$ cat src/rtl/instr_fetch_pkg.sv
// Shared definitions for the instruction fetch unit: FSM encoding, queue
// geometry, queue entry layout and the default reset vector.
package fetch_defs;

    typedef enum logic {
        ST_FETCH   = 1'b0,
        ST_DISCARD = 1'b1
    } fetch_state_e;

    localparam int          QUEUE_DEPTH      = 2;
    localparam int          COUNT_W          = $clog2(QUEUE_DEPTH + 1);
    localparam logic [31:0] DEFAULT_RESET_PC = 32'd0;
    localparam logic [31:0] NOP_INSTR        = 32'd0;

    typedef struct packed {
        logic [31:0] pc;
        logic [31:0] instr;
    } fetch_entry_t;

    function automatic logic [31:0] align_word(input logic [31:0] addr);
        return {addr[31:2], 2'b00};
    endfunction

endpackage

$ cat src/rtl/instr_fetch_if.sv
// Fetch-unit bus: instruction-memory request/response plus the decode-side
// delivery, stall and redirect signals.
interface instr_fetch_if;

    logic [31:0] mem_addr;
    logic        mem_req;
    logic        mem_hit;
    logic [31:0] mem_q;
    logic        stall;
    logic        flush;
    logic [31:0] jump_addr;
    logic [31:0] instr;
    logic [31:0] instr_pc;
    logic        instr_valid;

    modport master (
        output mem_addr, mem_req, instr, instr_pc, instr_valid,
        input  mem_hit, mem_q, stall, flush, jump_addr
    );

    modport slave (
        input  mem_addr, mem_req, instr, instr_pc, instr_valid,
        output mem_hit, mem_q, stall, flush, jump_addr
    );

endinterface

$ cat src/rtl/fetch_queue.sv
// Small FIFO of {pc, instr} pairs; entry 0 is always the head, so a pop
// shifts the younger entry down and a simultaneous push lands behind it.
module fetch_queue
    import fetch_defs::*;
(
    input  logic               clk,
    input  logic               reset,
    input  logic               clear_i,
    input  logic               push_i,
    input  logic               pop_i,
    input  fetch_entry_t       data_i,
    output logic [COUNT_W-1:0] count_o,
    output logic               valid_o,
    output fetch_entry_t       head_o
);

    fetch_entry_t       entry_q [QUEUE_DEPTH];
    fetch_entry_t       entry_d [QUEUE_DEPTH];
    logic [COUNT_W-1:0] count_q;
    logic [COUNT_W-1:0] count_d;
    logic [COUNT_W-1:0] wr_slot;
    logic               do_push;
    logic               do_pop;

    assign do_pop  = pop_i && !clear_i && (count_q != '0);
    assign do_push = push_i && !clear_i && (do_pop || (count_q != COUNT_W'(QUEUE_DEPTH)));
    // A concurrent pop frees one slot below the current fill level.
    assign wr_slot = do_pop ? (count_q - 1'b1) : count_q;

    genvar gi;
    for (gi = 0; gi < QUEUE_DEPTH; gi++) begin : g_entry
        if (gi < QUEUE_DEPTH - 1) begin : g_shift
            assign entry_d[gi] = (do_push && (wr_slot == COUNT_W'(gi))) ? data_i :
                                 do_pop ? entry_q[gi + 1] : entry_q[gi];
        end else begin : g_tail
            assign entry_d[gi] = (do_push && (wr_slot == COUNT_W'(gi))) ? data_i : entry_q[gi];
        end
    end

    always_comb begin
        count_d = count_q;
        if (clear_i) begin
            count_d = '0;
        end else if (do_push && !do_pop) begin
            count_d = count_q + 1'b1;
        end else if (do_pop && !do_push) begin
            count_d = count_q - 1'b1;
        end
    end

    always_ff @(posedge clk or posedge reset) begin
        if (reset) begin
            count_q <= '0;
            for (int i = 0; i < QUEUE_DEPTH; i++) begin
                entry_q[i] <= '0;
            end
        end else begin
            count_q <= count_d;
            for (int i = 0; i < QUEUE_DEPTH; i++) begin
                entry_q[i] <= entry_d[i];
            end
        end
    end

    assign count_o = count_q;
    assign valid_o = (count_q != '0);
    assign head_o  = entry_q[0];

endmodule

$ cat src/rtl/instr_fetch.sv
// Instruction fetch unit: one outstanding memory request feeding a 2-entry
// prefetch queue, with redirect that can orphan an in-flight request.
module instr_fetch
    import fetch_defs::*;
#(
    parameter logic [31:0] RESET_PC = DEFAULT_RESET_PC
) (
    input  logic          clk,
    input  logic          reset,
    instr_fetch_if.master fetch_if
);

    fetch_state_e       state_q;
    logic [31:0]        pc_q;
    logic [31:0]        hold_addr_q;
    logic [COUNT_W-1:0] q_count;
    logic               q_valid;
    fetch_entry_t       q_head;
    logic               req_int;
    logic               hit_taken;
    logic               q_push;
    logic               q_pop;
    fetch_entry_t       push_data;

    // Stop requesting once the queue cannot take another word; while
    // discarding, the orphaned request must still be seen through.
    assign req_int   = (state_q == ST_DISCARD) || (q_count < COUNT_W'(QUEUE_DEPTH));
    assign hit_taken = fetch_if.mem_hit && req_int;
    assign q_pop     = q_valid && !fetch_if.stall && !fetch_if.flush;
    assign q_push    = (state_q == ST_FETCH) && hit_taken && !fetch_if.flush;
    assign push_data = '{pc: pc_q, instr: fetch_if.mem_q};

    fetch_queue u_queue (
        .clk     (clk),
        .reset   (reset),
        .clear_i (fetch_if.flush),
        .push_i  (q_push),
        .pop_i   (q_pop),
        .data_i  (push_data),
        .count_o (q_count),
        .valid_o (q_valid),
        .head_o  (q_head)
    );

    always_ff @(posedge clk or posedge reset) begin
        if (reset) begin
            state_q     <= ST_FETCH;
            pc_q        <= RESET_PC;
            hold_addr_q <= 32'd0;
        end else begin
            case (state_q)
                ST_FETCH: begin
                    if (fetch_if.flush) begin
                        pc_q <= align_word(fetch_if.jump_addr);
                        // The memory still owes us the old word; keep its address stable.
                        if (req_int && !fetch_if.mem_hit) begin
                            state_q     <= ST_DISCARD;
                            hold_addr_q <= pc_q;
                        end
                    end else if (q_push) begin
                        pc_q <= pc_q + 32'd4;
                    end
                end
                ST_DISCARD: begin
                    if (fetch_if.flush) begin
                        pc_q <= align_word(fetch_if.jump_addr);
                    end
                    if (fetch_if.mem_hit) begin
                        state_q <= ST_FETCH;
                    end
                end
                default: state_q <= ST_FETCH;
            endcase
        end
    end

    assign fetch_if.mem_req     = req_int && !reset;
    assign fetch_if.mem_addr    = (state_q == ST_DISCARD) ? hold_addr_q : pc_q;
    assign fetch_if.instr_valid = q_valid;
    assign fetch_if.instr       = q_valid ? q_head.instr : NOP_INSTR;
    assign fetch_if.instr_pc    = q_valid ? q_head.pc : 32'd0;

endmodule

$ cat src/flat_wrapper.sv
// flat-port wrapper written by rule: the top's interface ports become plain ports
module instr_fetch_flat import fetch_defs::*;
#(
    parameter logic [31:0] RESET_PC = DEFAULT_RESET_PC
)
  (clk, reset, fetch_if_mem_addr, fetch_if_mem_req, fetch_if_instr, fetch_if_instr_pc, fetch_if_instr_valid, fetch_if_mem_hit, fetch_if_mem_q, fetch_if_stall, fetch_if_flush, fetch_if_jump_addr);
  instr_fetch_if fetch_if_i ();
  input  logic clk;
  input  logic reset;
  output wire logic [$bits(fetch_if_i.mem_addr)-1:0] fetch_if_mem_addr;
  output wire logic [$bits(fetch_if_i.mem_req)-1:0] fetch_if_mem_req;
  output wire logic [$bits(fetch_if_i.instr)-1:0] fetch_if_instr;
  output wire logic [$bits(fetch_if_i.instr_pc)-1:0] fetch_if_instr_pc;
  output wire logic [$bits(fetch_if_i.instr_valid)-1:0] fetch_if_instr_valid;
  input wire logic [$bits(fetch_if_i.mem_hit)-1:0] fetch_if_mem_hit;
  input wire logic [$bits(fetch_if_i.mem_q)-1:0] fetch_if_mem_q;
  input wire logic [$bits(fetch_if_i.stall)-1:0] fetch_if_stall;
  input wire logic [$bits(fetch_if_i.flush)-1:0] fetch_if_flush;
  input wire logic [$bits(fetch_if_i.jump_addr)-1:0] fetch_if_jump_addr;
  assign fetch_if_mem_addr = fetch_if_i.mem_addr;
  assign fetch_if_mem_req = fetch_if_i.mem_req;
  assign fetch_if_instr = fetch_if_i.instr;
  assign fetch_if_instr_pc = fetch_if_i.instr_pc;
  assign fetch_if_instr_valid = fetch_if_i.instr_valid;
  assign fetch_if_i.mem_hit = fetch_if_mem_hit;
  assign fetch_if_i.mem_q = fetch_if_mem_q;
  assign fetch_if_i.stall = fetch_if_stall;
  assign fetch_if_i.flush = fetch_if_flush;
  assign fetch_if_i.jump_addr = fetch_if_jump_addr;
  instr_fetch #(.RESET_PC(RESET_PC)) u_core (.clk(clk), .reset(reset), .fetch_if(fetch_if_i));
endmodule
$ cat config.mk
export PLATFORM = sky130hd
export DESIGN_NAME = instr_fetch_flat
export DESIGN_NICKNAME = d
export VERILOG_FILES = /design/src/rtl/instr_fetch_pkg.sv /design/src/rtl/instr_fetch_if.sv /design/src/rtl/fetch_queue.sv /design/src/rtl/instr_fetch.sv /design/src/flat_wrapper.sv
export SDC_FILE = /design/constraint.sdc
export NUM_CORES = 1
export LEC_CHECK = 0
export ABC_AREA = 0
export CORE_MARGIN = 1
export CORE_UTILIZATION = 45
export CTS_CLUSTER_SIZE = 24
export DETAILED_ROUTE_END_ITERATION = 10
export DONT_BUFFER_PORTS = 1
export PLACE_DENSITY = 0.61
export SLEW_MARGIN = 40
export SYNTH_ARGS = -nofsm -noshare
export SYNTH_HDL_FRONTEND = slang
export SYNTH_SLANG_ARGS = --single-unit
export TNS_END_PERCENT = 30
$ cat constraint.sdc
create_clock -name clk -period 8.3 [get_ports clk]
set_input_delay 0.83 -clock clk [delete_from_list [all_inputs] [get_ports clk]]
set_output_delay 0.83 -clock clk [all_outputs]
set_load 0.05 [all_outputs]
==> results.json <==
{
  "synthTopCellsByArea": "dfrtp_1, mux2_1, mux2_2",
  "synth_ff_type": "dfrtp_1",
  "maxSlewViolCount": 0,
  "ant_nets": 0,
  "grt_start_max_net_pins": 115,
  "fill_cells": 1761,
  "critPathLaunchType": "flip-flop",
  "max-cap-violations": 0,
  "yosysTopAreaCellShare_pct": 51.0,
  "cts_buffer_depth": 2,
  "fin_cells": 1075,
  "clk_pin_slew_ns": 0.06,
  "grt_first_pass_wirelength_um": 33900,
  "insertion_delay_ns": 0.43,
  "fin_crit_sh_pct": 41.7,
  "wl_um": 21600,
  "cts.sinks": 187,
  "rr_startpoint": "u_core.u_queue.count_o[1]",
  "syn2layout_area_growth_pct": 9.37,
  "firstDrtPassIters": 5,
  "hold_class": "in -> async",
  "post-place-cells": 1044,
  "tightest_slew_ns": 0.826,
  "finalSetupViolCount": 0,
  "die_area_um2": 21000,
  "die_width_um": 145,
  "viasPerCell": 5.72,
  "synth.distinct_cells": 56,
  "synth-seq-cells": 187,
  "cts-buffers-inserted": 17,
  "post_cts_resize_count": 0,
  "final_cell_mix": "dfrtp_1, nand2_1, o21ai_0",
  "leakage_nw": 4.09,
  "maxClockFrequency_ghz": 0.289,
  "outcome": "completed",
  "cts_tree": "yes",
  "reg2reg_to": "u_core.u_queue.entry_q[14]",
  "rows": 51,
  "fp.dieH_um": 145,
  "drc_errors": 0,
  "vdd_drop_max_mv": 0.192,
  "syn_inst": 832,
  "synth-edff-count": 0,
  "final.min_clock_period_ns": 3.46,
  "num_vias": 6144,
  "end_kind": "flip-flop",
  "start_util_pct": 46.5,
  "stdcell_area_um2": 10000,
  "synthArstFlopShare_pct": 100,
  "cellPowerDensity_nw_per_um2": 387,
  "layout-drive-gt1-share_pct": 22.0,
  "rrSetupSlack_ns": 4.84,
  "overflow": 0,
  "ys_seq_area_share_pct": 51.0,
  "synth_area_um2": 9180,
  "synth_top_cell_by_area": "dfrtp_1",
  "relSlewSlack_pct": 44.9,
  "finalHoldViolCount": 0,
  "final_util_pct": 50.9,
  "synth.avg_cell_area_um2": 11.0,
  "skew_ns": 0.00928,
  "io_buffer_count": 0,
  "cts_htree_levels": 4,
  "yosysWarnings": 0,
  "cp.arrival_ns": 3.76,
  "hold_buffers": 0,
  "fin_setup_tns_ns": 0,
  "fin_nets": 870,
  "antenna_found_initial": 2,
  "critical_path_class": "reg -> reg",
  "drtIter0Drc": 363,
  "hpwl_um": 14400,
  "cp_max_fo": 67,
  "grt_pass1_vias": 6183,
  "place_congestion": 0.843,
  "rsz0062_at_grt": "no",
  "dpl-instance-area_um2": 9500,
  "layout_commonest_cell": "dfrtp_1",
  "r2r_cells": 10,
  "cts-root-buf": "clkbuf_16",
  "seqCellArea_um2": 4680,
  "wl_per_cell_um": 20.1,
  "grt_use_total_pct": 21.4,
  "multi_input_area_um2": 4350,
  "post_cts_buffers": 0,
  "core_region_area_um2": 19700,
  "pin_count": 167,
  "cp.required_ns": 8.60
}
==> per-stage QoR <==
stage / hold slack (ns) / setup slack (ns) / power (mW)
CTS: 0.438 / 4.82 / 3.92
floorplan: 0.457 / 2.08 / 2.85
global placement: 0.466 / 4.77 / 3.01
finish: 0.323 / 4.84 / 3.88
detailed placement: 0.474 / 4.81 / 3.17
global route: 0.358 / 4.61 / 4.11
==> area by class of cell <==
class                   instances  share of cell area [%]
well taps                     265                    3.30
clock inverters                 5                   0.374
diodes                          1                  0.0249
multi-input cells             575                    43.3
flip-flops and latches        187                    46.7
inverters                       7                   0.386
repair buffers                 10                   0.985
clock buffers                  25                    4.94
==> kinds of logic after synthesis <==
family	after synthesis	share of synthesized area, %
AOI/OAI and AO/OA	145	9.41
buffers and inverters	73	3.86
xor gates and xnor gates	3	0.286
DFF	187	51.0
muxes	183	21.6
other	1	0.0409
and+or+nand+nor	237	13.4
adders and majority gates	3	0.409
==> state kept, by name (all words and copies together), names as in the netlist <==
name,cells
u_core.u_queue.entry_q,62
u_core.u_queue.head_o,62
u_core.hold_addr_q,30
u_core.pc_q,30
u_core.u_queue.count_o,2
u_core.state_q,1
==> worst max path at each step <==
stage	cells after the start	to	slack (ns)	start
6_report	10	u_core.u_queue.entry_q[14]	4.84	u_core.u_queue.count_o[1]
5_1_grt	10	u_core.u_queue.entry_q[12]	4.61	u_core.u_queue.count_o[1]
4_1_cts	10	u_core.u_queue.entry_q[4]	4.82	u_core.u_queue.count_o[1]
3_5_place_dp	10	u_core.u_queue.entry_q[4]	4.81	u_core.u_queue.count_o[1]
3_3_place_gp	5	u_core.u_queue.head_o[39]	4.77	fetch_if_flush
2_1_floorplan	2	fetch_if_mem_req	2.08	reset
==> report_power, final <==
group / leakage [nW] / switching [mW] / internal, mW / total, mW
sequential: 2.24 / 0.260 / 1.31 / 1.57
combinational: 1.60 / 1.09 / 0.480 / 1.57
clock: 0.255 / 0.334 / 0.413 / 0.747
==> cells in the mapped netlist (2+ instances only) <==
library cell,n
inv_1,7
or2_2,2
mux2_2,60
o311a_1,2
buf_1,4
nor2b_1,62
buf_4,13
and3_1,4
xor2_1,2
nor4_1,3
nand2_1,88
nand4_1,10
mux2i_1,63
dfrtp_1,187
o21ai_0,74
clkbuf_1,24
nand3_1,12
o22a_1,3
o21ai_1,5
and4_1,6
buf_2,24
mux2_1,60
ha_1,3
o21a_1,2
and2_1,5
a31oi_1,4
a311o_1,2
or3_1,2
o22ai_1,6
nor2_1,22
nor3_1,13
a21oi_1,22
a211oi_1,12
a2bb2oi_1,2
==> worst max-delay path, stage by stage, from the launching register on <==
cell     delay, ns
dfrtp_1       0.50
inv_1         0.14
ha_2          0.21
buf_6         0.32
nor3_2        0.29
buf_4         0.28
nand3_1       0.16
a21oi_4       0.29
buf_4         0.46
buf_12        0.27
mux2_1        0.36
==> per-layer routing <==
layer  part of all wire, %  routed length, µm  track usage (%)  vias up
li1                      -                  -                -     2857
met1                    44               9420             27.0     3081
met2                    48              10300             34.3      179
met3                   7.1               1540             6.78       25
met4                   1.6                340             7.81        2
met5                 0.060                 13                0        -
Note: power is estimated with default switching activity, not from simulation.
